$ cat config.mk
export PLATFORM = sky130hd
export DESIGN_NAME = fetch_unit
export DESIGN_NICKNAME = d
export VERILOG_FILES = /design/src/rtl/fetch_unit.sv
export SDC_FILE = /design/constraint.sdc
export NUM_CORES = 1
export LEC_CHECK = 0
export BUFFER_PORTS_ARGS = -buffer_cell sky130_fd_sc_hd__buf_2
export CAP_MARGIN = 25
export CORE_MARGIN = 10
export CORE_UTILIZATION = 55
export DETAILED_ROUTE_END_ITERATION = 10
export HOLD_SLACK_MARGIN = 0.02
export PLACE_DENSITY = 0.78
export SLEW_MARGIN = 20
export SYNTH_ARGS = -nofsm -noshare
export SYNTH_HDL_FRONTEND = slang
export SYNTH_SLANG_ARGS = --single-unit
$ cat constraint.sdc
create_clock -name clk -period 3.3 [get_ports clk]
set_input_delay 0.66 -clock clk [delete_from_list [all_inputs] [get_ports clk]]
set_output_delay 0.66 -clock clk [all_outputs]
set_load 0.05 [all_outputs]
$ cat src/rtl/fetch_unit.sv
// Instruction fetch stage: issues single-outstanding word reads to the instruction RAM and
// buffers returned instructions, tagged with their PC, in a small prefetch queue for decode.
module fetch_unit #(
  parameter int unsigned PC_W   = 8,
  parameter int unsigned DEPTH  = 2,
  parameter int unsigned DATA_W = 32
) (
  input  logic              clk,
  input  logic              rst,
  output logic              mem_req,
  output logic [15:0]       mem_addr,
  input  logic [DATA_W-1:0] mem_rdata,
  input  logic              mem_rvalid,
  input  logic              redirect_valid,
  input  logic [PC_W-1:0]   redirect_pc,
  output logic              instr_valid,
  input  logic              instr_ready,
  output logic [DATA_W-1:0] instr_data,
  output logic [PC_W-1:0]   instr_pc,
  output logic [3:0]        q_count
);

  typedef enum logic [1:0] {StLoad, StFetch, StWait} state_e;

  state_e            state_q;
  logic [PC_W-1:0]   fetch_pc_q;
  logic [PC_W-1:0]   req_pc_q;
  logic              outstanding_q;
  logic              discard_q;

  logic [DATA_W-1:0] q_data_q [DEPTH];
  logic [DATA_W-1:0] q_data_d [DEPTH];
  logic [PC_W-1:0]   q_pc_q   [DEPTH];
  logic [PC_W-1:0]   q_pc_d   [DEPTH];
  logic [3:0]        count_q;
  logic [3:0]        count_d;
  logic [3:0]        wr_idx;

  logic room;
  logic accept;
  logic push;
  logic pop;

  assign room    = (count_q + 4'(outstanding_q)) < 4'(DEPTH);
  assign mem_req = (state_q == StFetch) && room && !redirect_valid;
  // Address bus holds the last issued PC whenever no request is being made.
  assign mem_addr = 16'(mem_req ? fetch_pc_q : req_pc_q);

  assign accept = (state_q == StWait) && outstanding_q && mem_rvalid;
  assign push   = accept && !discard_q && !redirect_valid;
  assign pop    = instr_valid && instr_ready && !redirect_valid;

  assign instr_valid = (count_q != 4'd0);
  assign instr_data  = q_data_q[0];
  assign instr_pc    = q_pc_q[0];
  assign q_count     = count_q;

  always_ff @(posedge clk or negedge rst) begin
    if (!rst) begin
      state_q       <= StLoad;
      fetch_pc_q    <= '0;
      req_pc_q      <= '0;
      outstanding_q <= 1'b0;
      discard_q     <= 1'b0;
    end else begin
      case (state_q)
        StLoad: state_q <= StFetch;
        StFetch: begin
          if (mem_req) begin
            req_pc_q      <= fetch_pc_q;
            fetch_pc_q    <= fetch_pc_q + 1'b1;
            outstanding_q <= 1'b1;
            state_q       <= StWait;
          end
        end
        StWait: begin
          if (accept) begin
            outstanding_q <= 1'b0;
            discard_q     <= 1'b0;
            state_q       <= StFetch;
          end
        end
        default: state_q <= StLoad;
      endcase
      // Redirect overrides whatever the state decode chose above.
      if (redirect_valid) begin
        fetch_pc_q <= redirect_pc;
        if (outstanding_q && !mem_rvalid) begin
          discard_q <= 1'b1;
          state_q   <= StWait;
        end else begin
          outstanding_q <= 1'b0;
          discard_q     <= 1'b0;
          state_q       <= StFetch;
        end
      end
    end
  end

  // Shift-register queue: entry 0 is always the head, so the head outputs come straight
  // from flops and stay stable under backpressure.
  always_comb begin
    q_data_d = q_data_q;
    q_pc_d   = q_pc_q;
    count_d  = count_q;
    wr_idx   = count_q;
    if (redirect_valid) begin
      count_d = '0;
    end else begin
      if (pop) begin
        for (int i = 0; i < int'(DEPTH) - 1; i++) begin
          q_data_d[i] = q_data_q[i+1];
          q_pc_d[i]   = q_pc_q[i+1];
        end
        wr_idx = count_q - 4'd1;
      end
      if (push) begin
        for (int i = 0; i < int'(DEPTH); i++) begin
          if (4'(i) == wr_idx) begin
            q_data_d[i] = mem_rdata;
            q_pc_d[i]   = req_pc_q;
          end
        end
      end
      count_d = count_q + 4'(push) - 4'(pop);
    end
  end

  always_ff @(posedge clk or negedge rst) begin
    if (!rst) begin
      count_q <= '0;
      for (int i = 0; i < int'(DEPTH); i++) begin
        q_data_q[i] <= '0;
        q_pc_q[i]   <= '0;
      end
    end else begin
      count_q  <= count_d;
      q_data_q <= q_data_d;
      q_pc_q   <= q_pc_d;
    end
  end

endmodule

Yosys cells after proc, flatten, opt, wreduce, memory -nomap -nowiden. Cells that the tools add are included. Widths: inputs -> output; s select.

Register bits after elaboration: 104. Bits in latches: 0. Memory bits (writable): 0. Memory bits (read-only): 0. Input bits: 45. Output and inout bits: 62. Word-level logic and storage cells: 75. Memories: 0.

$add $sub $neg: 5. $mul: 0. Divide/modulo/power cells: 0. $lt $le $gt $ge: 1. Equality and inequality tests: 5. Shifts and indexed selects: 0. Mux-type cells: 29. Bitwise logic cells: 1. Reductions and logical operators: 24.

Operator list (number): $mux 32 (3); $mux 64 (1); $mux 8 (7); $mux 16 (1); $mux 4 (3); $logic_and 1x1->1 (9); $add 4x1->4 (2); $add 8x1->8 const B (1); $mux 1 (8); $mux 2 (4); $reduce_and 2->1 (4); $reduce_bool 2->1 (4); $ne 3x3->1 const B (2); $pmux 2 s3 (1); $eq 1x4->1 const A (1); $logic_not 4->1 (1); $lt 4x2->1 const B (1); $reduce_bool 4->1 (1); $sub 4x1->4 (1); $sub 4x1->4 const B (1); $logic_not 1->1 (3); $reduce_and 3->1 (1); $eq 2x1->1 const B (1); $eq 2x2->1 const B (1); 3 further kinds (3).

Depth between registers and ports, before layout. Gate-level depths: netlist of the first run.

Word-level depth: 8. Gate-level depth with buffers: 13.

Least setup slack after synthesis of the first run. OpenSTA, ideal clock, no wires.

Path type: reg2out. Start: register count_q[0] (netlist: q_count[0]). End: output port mem_addr[0]. Arrival time: 2690 ps. Slack: -50 ps. Cell stages (with the launch flop): 10. Buffers on the path: 2. Cells stage by stage: dfrtp_1 > inv_1 > nor2_1 > ha_1 > xor2_1 > a2111oi_2 > and2_1 > buf_4 > buf_6 > mux2_1.

Word-level cells in the longest chain between the ends: 5.

RTL lines: from (decl) (line 35) `logic [3:0] count_q;`; from (signal assigned) (line 137) `count_q <= count_d;`; $add 4x1->4 (line 44) `assign room = (count_q + 4'(outstanding_q)) < 4'(DEPTH);`; $lt 4x2->1 (line 44); $logic_and 1x1->1 (2 in a row) (line 45) `assign mem_req = (state_q == StFetch) && room && !redirect_valid;`; net mem_req (line 10) `output logic mem_req,`; $mux 8 (line 47) `assign mem_addr = 16'(mem_req ? fetch_pc_q : req_pc_q);`; to (decl) (line 11) `output logic [15:0] mem_addr,`.

The timed path passes the listed nets, and every way through them passes these cells.

Final worst setup path of the first run.
Start: register count_q[1] (netlist: q_count[1]). End: output port mem_addr[0].

Word-level cells in the longest chain between the ends: 5.

RTL lines (line): $add 4x1->4 (44); $lt 4x2->1 (44); $logic_and 1x1->1 (2 in a row) (45); $mux 8 (47).

Every way passes these cells.

==> qor.yml, run 1 <==
worst_setup_path:
  startpoint_type: "register"
  worstPathArrival_ps: 2580
  worstPathMaxFanout: 6
  end_kind: "output pin"
  cp.required_ps: 2640
  critPathKind: "register to output pin"
yosys:
  postSynthCellCount: 423
  synth_area_per_cell_um2: 12.3
  synth_area_leaders: "dfrtp_1 (50%), mux2_1 (11%), buf_4 (7.2%), o22a_1 (6.7%), o21a_1 (5.8%)"
  yosysUniqueCellTypes: 44
  synth_largest_area_cell: "dfrtp_1"
  synth-seq-cells: 104
  yosysSeqAreaShare_pct: 50.1
  syn_area_um2: 5190
  netlist.area_leader.share_pct: 50.1
  synth_warnings: 0
global_route:
  grt_max_degree: 61
  grt_pass1_vias: 3427
  grtUsageTotal_pct: 15.6
  grt_pass1_wl_um: 17000
  grt_antenna_before_repair: 0
  overflow: 0
sta:
  fin_crit_sh_pct: 98.1
  slew_headroom_pct: 58.5
  finClkSkew_ps: 9.57
  final-setup-viol-count: 0
  tns_ps: 0
  postLayoutSetupSlackWorst_ps: 63.0
  max_freq_mhz: 309
  slew_violations: 0
  min_period_ps: 3240
  hold_viol: 0
  holdWs_ps: 301
  worst_pin_slew_ps: 623
job:
  drv_cap: 0
drt:
  drc: 0
  drtIter0Drc: 145
  avgViaCountPerCell: 5.37
  wirelength_um: 10600
  drt_first_pass_iters: 4
  wire_per_inst_um: 17.1
  ant_nets: 0
  vias: 3314
die:
  initial_core_util_pct: 56.2
  die_w_um: 117
  pin_count: 107
  core-area_um2: 9240
  num_rows: 35
  die_area_um2: 13700
  fp.dieH_um: 117
status:
  status: "finished, final reports clean"
cells_and_area:
  multi_input_comb_area_um2: 2090
  nets: 544
  ff_latch_area_um2: 2610
  drive_gt1_share_pct: 30.3
  fillers: 720
  diodes: 0
  synthToLayoutAreaGrowth_pct: 11.1
worst_hold_path:
  hold_path.class: "input pin to asynchronous set/reset pin"
place:
  gp_congestion: 0.868
  place_ws_ps: 147
  dp_hpwl_um: 7270
  portBuffers: 98
clock_network:
  cts-root-buf: "clkbuf_8"
  tritoncts: "yes"
  clockBufferDepth: 2
  clk_pin_slew_ps: 90
  insertion_delay_ps: 360
  cts_sinks: 104
  cts_max_level: 3
  hold_buffers: 0
  numCtsBuffers: 9
power:
  power.total_w: 0.00592
  p_leak_nw: 2.86
  peakVddDrop_mv: 0.469
  power_density_nw_per_um2: 1030
-- registers in the layout, summed over array words and instances (netlist names), named ones only --
| name | cells |
|---|---|
| instr_data | 32 |
| discard_q | 1 |
| q_count | 4 |
| q_data_q | 32 |
| q_pc_q | 8 |
| state_q | 2 |
| req_pc_q | 8 |
| fetch_pc_q | 8 |
| instr_pc | 8 |
-- cells in the final DEF, fill, tap and decap left out, types with 11 or more instances in the layout --
cell type,count
buf_2,96
nand2_1,11
clkbuf_8,11
buf_4,15
inv_1,13
o22a_1,40
mux2_2,11
mux2_1,49
dfrtp_1,101
o21a_1,40
ha_1,14
-- kinds of logic after synthesis --
kind of cell             Yosys count  synth area share (%)
buffers and inverters             83                  10.5
multiplexers                      62                  13.4
other                              1                0.0722
AO/OA/AOI/OAI                    106                  16.2
AND/OR/NAND/NOR                   40                  3.90
flip-flops                       104                  50.1
XOR/XNOR                          12                  2.02
adder cells (fa/ha/maj)           15                  3.76
-- report_power, final --
group / total (W) / switching, W / internal [W]
Sequential: 0.00195 / 0.000276 / 0.00167
Combinational: 0.00302 / 0.00199 / 0.00103
Clock: 0.000956 / 0.000412 / 0.000544
Total: 0.00592 / 0.00268 / 0.00324
-- layer usage --
layer / part of all wire, % / routed length, um / up-vias / track usage (%)
li1: - / - / 1579 / -
met4: 1.3 / 135 / 0 / 5.02
met1: 43 / 4530 / 1638 / 18.9
met3: 6.3 / 670 / 11 / 3.21
met5: 0 / 0 / - / 0
met2: 49 / 5230 / 86 / 27.1
-- worst max-delay path: stages (launching register included) --
cell,delay (ps)
dfrtp_2,460
ha_1,240
a31o_1,260
a2111oi_4,360
and2_4,210
buf_4,150
mux2_1,340
buf_2,220
-- per-stage QoR --
| stage | util (%) | instance area (um^2) | cells |
|---|---|---|---|
| 2_1_floorplan | - | 5220 | 430 |
| 3_5_place_dp | 58.9 | 5440 | 594 |
| 5_1_grt | 62.4 | 5770 | 617 |
| 4_1_cts | 62.2 | 5750 | 614 |
| 6_report | 62.4 | 5770 | 617 |
| 3_3_place_gp | 58.9 | 5440 | 594 |
-- final timing paths --
kind                            endpoint  cells past startpoint          from  slack [ps]
setup / recovery             mem_addr[0]                      7    q_count[1]          60
hold / removal             fetch_pc_q[1]                      1           rst         300
setup reg to reg            q_data_q[16]                      7    q_count[1]         610
hold reg to reg             q_data_q[11]                      1  q_data_q[11]         490
max in group asynchronous    req_pc_q[7]                      2           rst        2280
min in group clk            q_data_q[11]                      1  q_data_q[11]         490
-- area by class of cell --
| cell class | instances | share of cell area (%) |
|---|---|---|
| Sequential cell | 104 | 45.2 |
| Multi-Input combinational cell | 243 | 36.2 |
| Timing Repair Buffer | 112 | 10.6 |
| Tap cell | 129 | 2.80 |
| Clock buffer | 11 | 2.62 |
| Clock inverter | 4 | 1.71 |
| Inverter | 14 | 0.911 |
-- cell usage after synthesis (all sizes together) --
| cell | number |
|---|---|
| a2111oi | 1 |
| a211oi | 1 |
| a21boi | 2 |
| a21oi | 4 |
| a31o | 1 |
| a31oi | 1 |
| a41o | 2 |
| and2 | 2 |
| and3 | 2 |
| buf | 65 |
| clkbuf | 4 |
| conb | 1 |
| dfrtp | 104 |
| fa | 1 |
| ha | 14 |
| inv | 14 |
| mux2 | 60 |
| mux2i | 2 |
| nand2 | 11 |
| nand2b | 1 |
| nand3 | 3 |
| nand4 | 6 |
| nor2 | 9 |
| nor2b | 2 |
| nor3 | 3 |
| o211a | 2 |
| o211ai | 2 |
| o21a | 40 |
| o21ai | 9 |
| o22a | 40 |
| o31ai | 1 |
| or3 | 1 |
| xnor2 | 7 |
| xor2 | 5 |
-- repair_timing --
action / 4_1_cts / 5_1_grt
resized for setup: 7 / 1
setup buffers: 5 / 3
setup endpoints to repair: 9 / 7
pin swaps: 2 / 2
(Power assumes the default switching activity.)
==> inputs of run 2 (changes only) <==
==> config.mk (replaced) <==
export PLATFORM = sky130hd
export DESIGN_NAME = fetch_unit
export DESIGN_NICKNAME = d
export VERILOG_FILES = /design/src/rtl/fetch_unit.sv
export SDC_FILE = /design/constraint.sdc
export NUM_CORES = 1
export LEC_CHECK = 0
export CAP_MARGIN = 25
export CORE_MARGIN = 10
export CORE_UTILIZATION = 57
export DETAILED_ROUTE_END_ITERATION = 10
export DONT_BUFFER_PORTS = 1
export HOLD_SLACK_MARGIN = 0.02
export PLACE_DENSITY = 0.73
export SLEW_MARGIN = 20
export SYNTH_ARGS = -nofsm -noshare
export SYNTH_HDL_FRONTEND = slang
export SYNTH_SLANG_ARGS = --single-unit
==> constraint.sdc (replaced) <==
create_clock -name clk -period 2.8 [get_ports clk]
set_input_delay 0.56 -clock clk [delete_from_list [all_inputs] [get_ports clk]]
set_output_delay 0.56 -clock clk [all_outputs]
set_load 0.05 [all_outputs]
==> qor.yml, run 2 (synthesized netlist as in run 1, its figures left out) <==
cells_and_area:
  multi_input_comb_area_um2: 2160
  ff_latch_area_um2: 2610
  fillers: 716
  mostFrequentLayoutCell: "dfrtp_1"
  final_area_um2: 5420
  layout_common_cells: "dfrtp_1 (101), mux2_1 (41), o22a_1 (40), o21a_1 (40), buf_4 (15)"
  drive_gt1_share_pct: 19.0
  diodes: 0
  nets: 456
  synthToLayoutAreaGrowth_pct: 4.38
  fin_cells: 509
drt:
  ant_nets: 0
  drc: 0
  avgViaCountPerCell: 6.05
  top_layer: "met4"
  vias: 3079
  wl_met2_um: 5420
  drt_first_pass_iters: 4
  drtIter0Drc: 129
  wl_met3_um: 1010
  routedLengthMet1_um: 4450
  wire_per_inst_um: 21.6
  wirelength_um: 11000
sta:
  finClkSkew_ps: 16.3
  rsz0062_at_grt: "true"
  fin_crit_sh_pct: 106
  slew_headroom_pct: 43.4
  worst_pin_slew_ps: 849
  postLayoutSetupSlackWorst_ps: -162
  final-setup-viol-count: 8
  slew_violations: 0
  min_period_ps: 2960
  hold_viol: 104
  holdWs_ps: -118
  max_freq_mhz: 338
die:
  die_w_um: 115
  pin_count: 107
  core-area_um2: 8810
  num_rows: 34
  initial_core_util_pct: 59.0
  die_area_um2: 13300
  fp.dieH_um: 115
worst_setup_path:
  critPathKind: "register to output pin"
  cp-endpoint: "mem_addr[4]"
  rr_worst_depth: 10
  rr_startpoint: "q_count[1]"
  ff2ff_setup_slack_ps: 50
  startpoint_type: "register"
  r2r_end: "q_data_q[1]"
  worstPathMaxFanout: 7
  end_kind: "output pin"
  cp.required_ps: 2240
  worstPathArrival_ps: 2400
global_route:
  grt_max_degree: 105
  overflow: 0
  grtUsageTotal_pct: 16.3
  grt_pass1_vias: 3171
  grt_antenna_before_repair: 0
  grt_pass1_wl_um: 17400
worst_hold_path:
  hold_path.class: "input pin to asynchronous set/reset pin"
clock_network:
  tritoncts: "yes"
  insertion_delay_ps: 360
  clockBufferDepth: 2
  cts-root-buf: "clkbuf_8"
  cts_max_level: 3
  numCtsBuffers: 9
  clk_pin_slew_ps: 110
  cts_sinks: 104
place:
  dp_hpwl_um: 7370
  dp_cells: 483
  portBuffers: 0
  placed_cell_area_um2: 5050
  gp_congestion: 0.871
status:
  status: "finished with violations"
  violations: "negative hold slack, negative setup slack"
power:
  peakVddDrop_mv: 0.766
  power_density_nw_per_um2: 1220
  power.total_w: 0.00663
  p_leak_nw: 2.51
job:
  drv_cap: 0
## run 2: changes by cell type in the layout (fill, tap and decap cells not counted), sizes merged
cell and delta:
buf -88, bufinv -2, clkinv +1, clkinvlp +2
## run 2: metrics by stage
| step | setup WS, ps | TNS, ps | utilization [%] |
|---|---|---|---|
| 6_report | -162 | -1240 | 61.6 |
| 3_5_place_dp | 215 | 0 | 57.4 |
| 2_1_floorplan | 11.1 | 0 | - |
| 5_1_grt | -209 | -5750 | 61.6 |
| 3_3_place_gp | 291 | 0 | 57.4 |
| 4_1_cts | -125 | -950 | 61.1 |
## run 2: repair_timing
item / 4_1_cts / 5_1_grt
endpoints found under the hold margin: 104 / 104
gates resized for setup: 9 / 8
endpoints found under the setup margin: 9 / 30
cloned: 1 / 0
pin swaps: 4 / 2
setup buffers: 7 / 2
## run 2: per-layer routing
layer  up-vias  track usage [%]
li1       1401                -
met1      1569             19.5
met2        97             27.6
met3        12             5.32
met4         0             5.07
met5         -                0
## run 2: cell type report
type	instances	area share, %
Clock buffer	11	2.61
Clock inverter	5	1.20
Inverter	14	1.02
Multi-Input combinational cell	243	39.8
Sequential cell	104	48.1
Tap cell	108	2.49
Timing Repair Buffer	24	4.80
## run 2: worst min path at each step
stage | startpoint | to | slack [ps] | depth (start not counted)
6_report | rst | instr_data[2] | -120 | 0
4_1_cts | rst | q_data_q[3] | -140 | 0
3_5_place_dp | rst | instr_data[2] | 270 | 0
5_1_grt | rst | instr_data[2] | -140 | 0
2_1_floorplan | rst | asynchronous set/reset pin | 260 | 0
3_3_place_gp | rst | instr_data[2] | 270 | 0
## run 2: critical path, stage by stage (launching register included)
cell	delay [ps]
dfrtp_1	430
inv_2	110
nor2_4	50
ha_4	150
xor2_2	150
a2111oi_4	360
and2_4	250
buf_12	140
mux2_4	390
## run 2: where the power goes
part           switching [W]  internal, W  leakage (nW)  total (W)
Combinational        0.00113      0.00108          1.09    0.00221
Clock               0.000524     0.000447        0.0977   0.000971
Sequential           0.00149      0.00195          1.32    0.00344
Total                0.00315      0.00347          2.51    0.00663
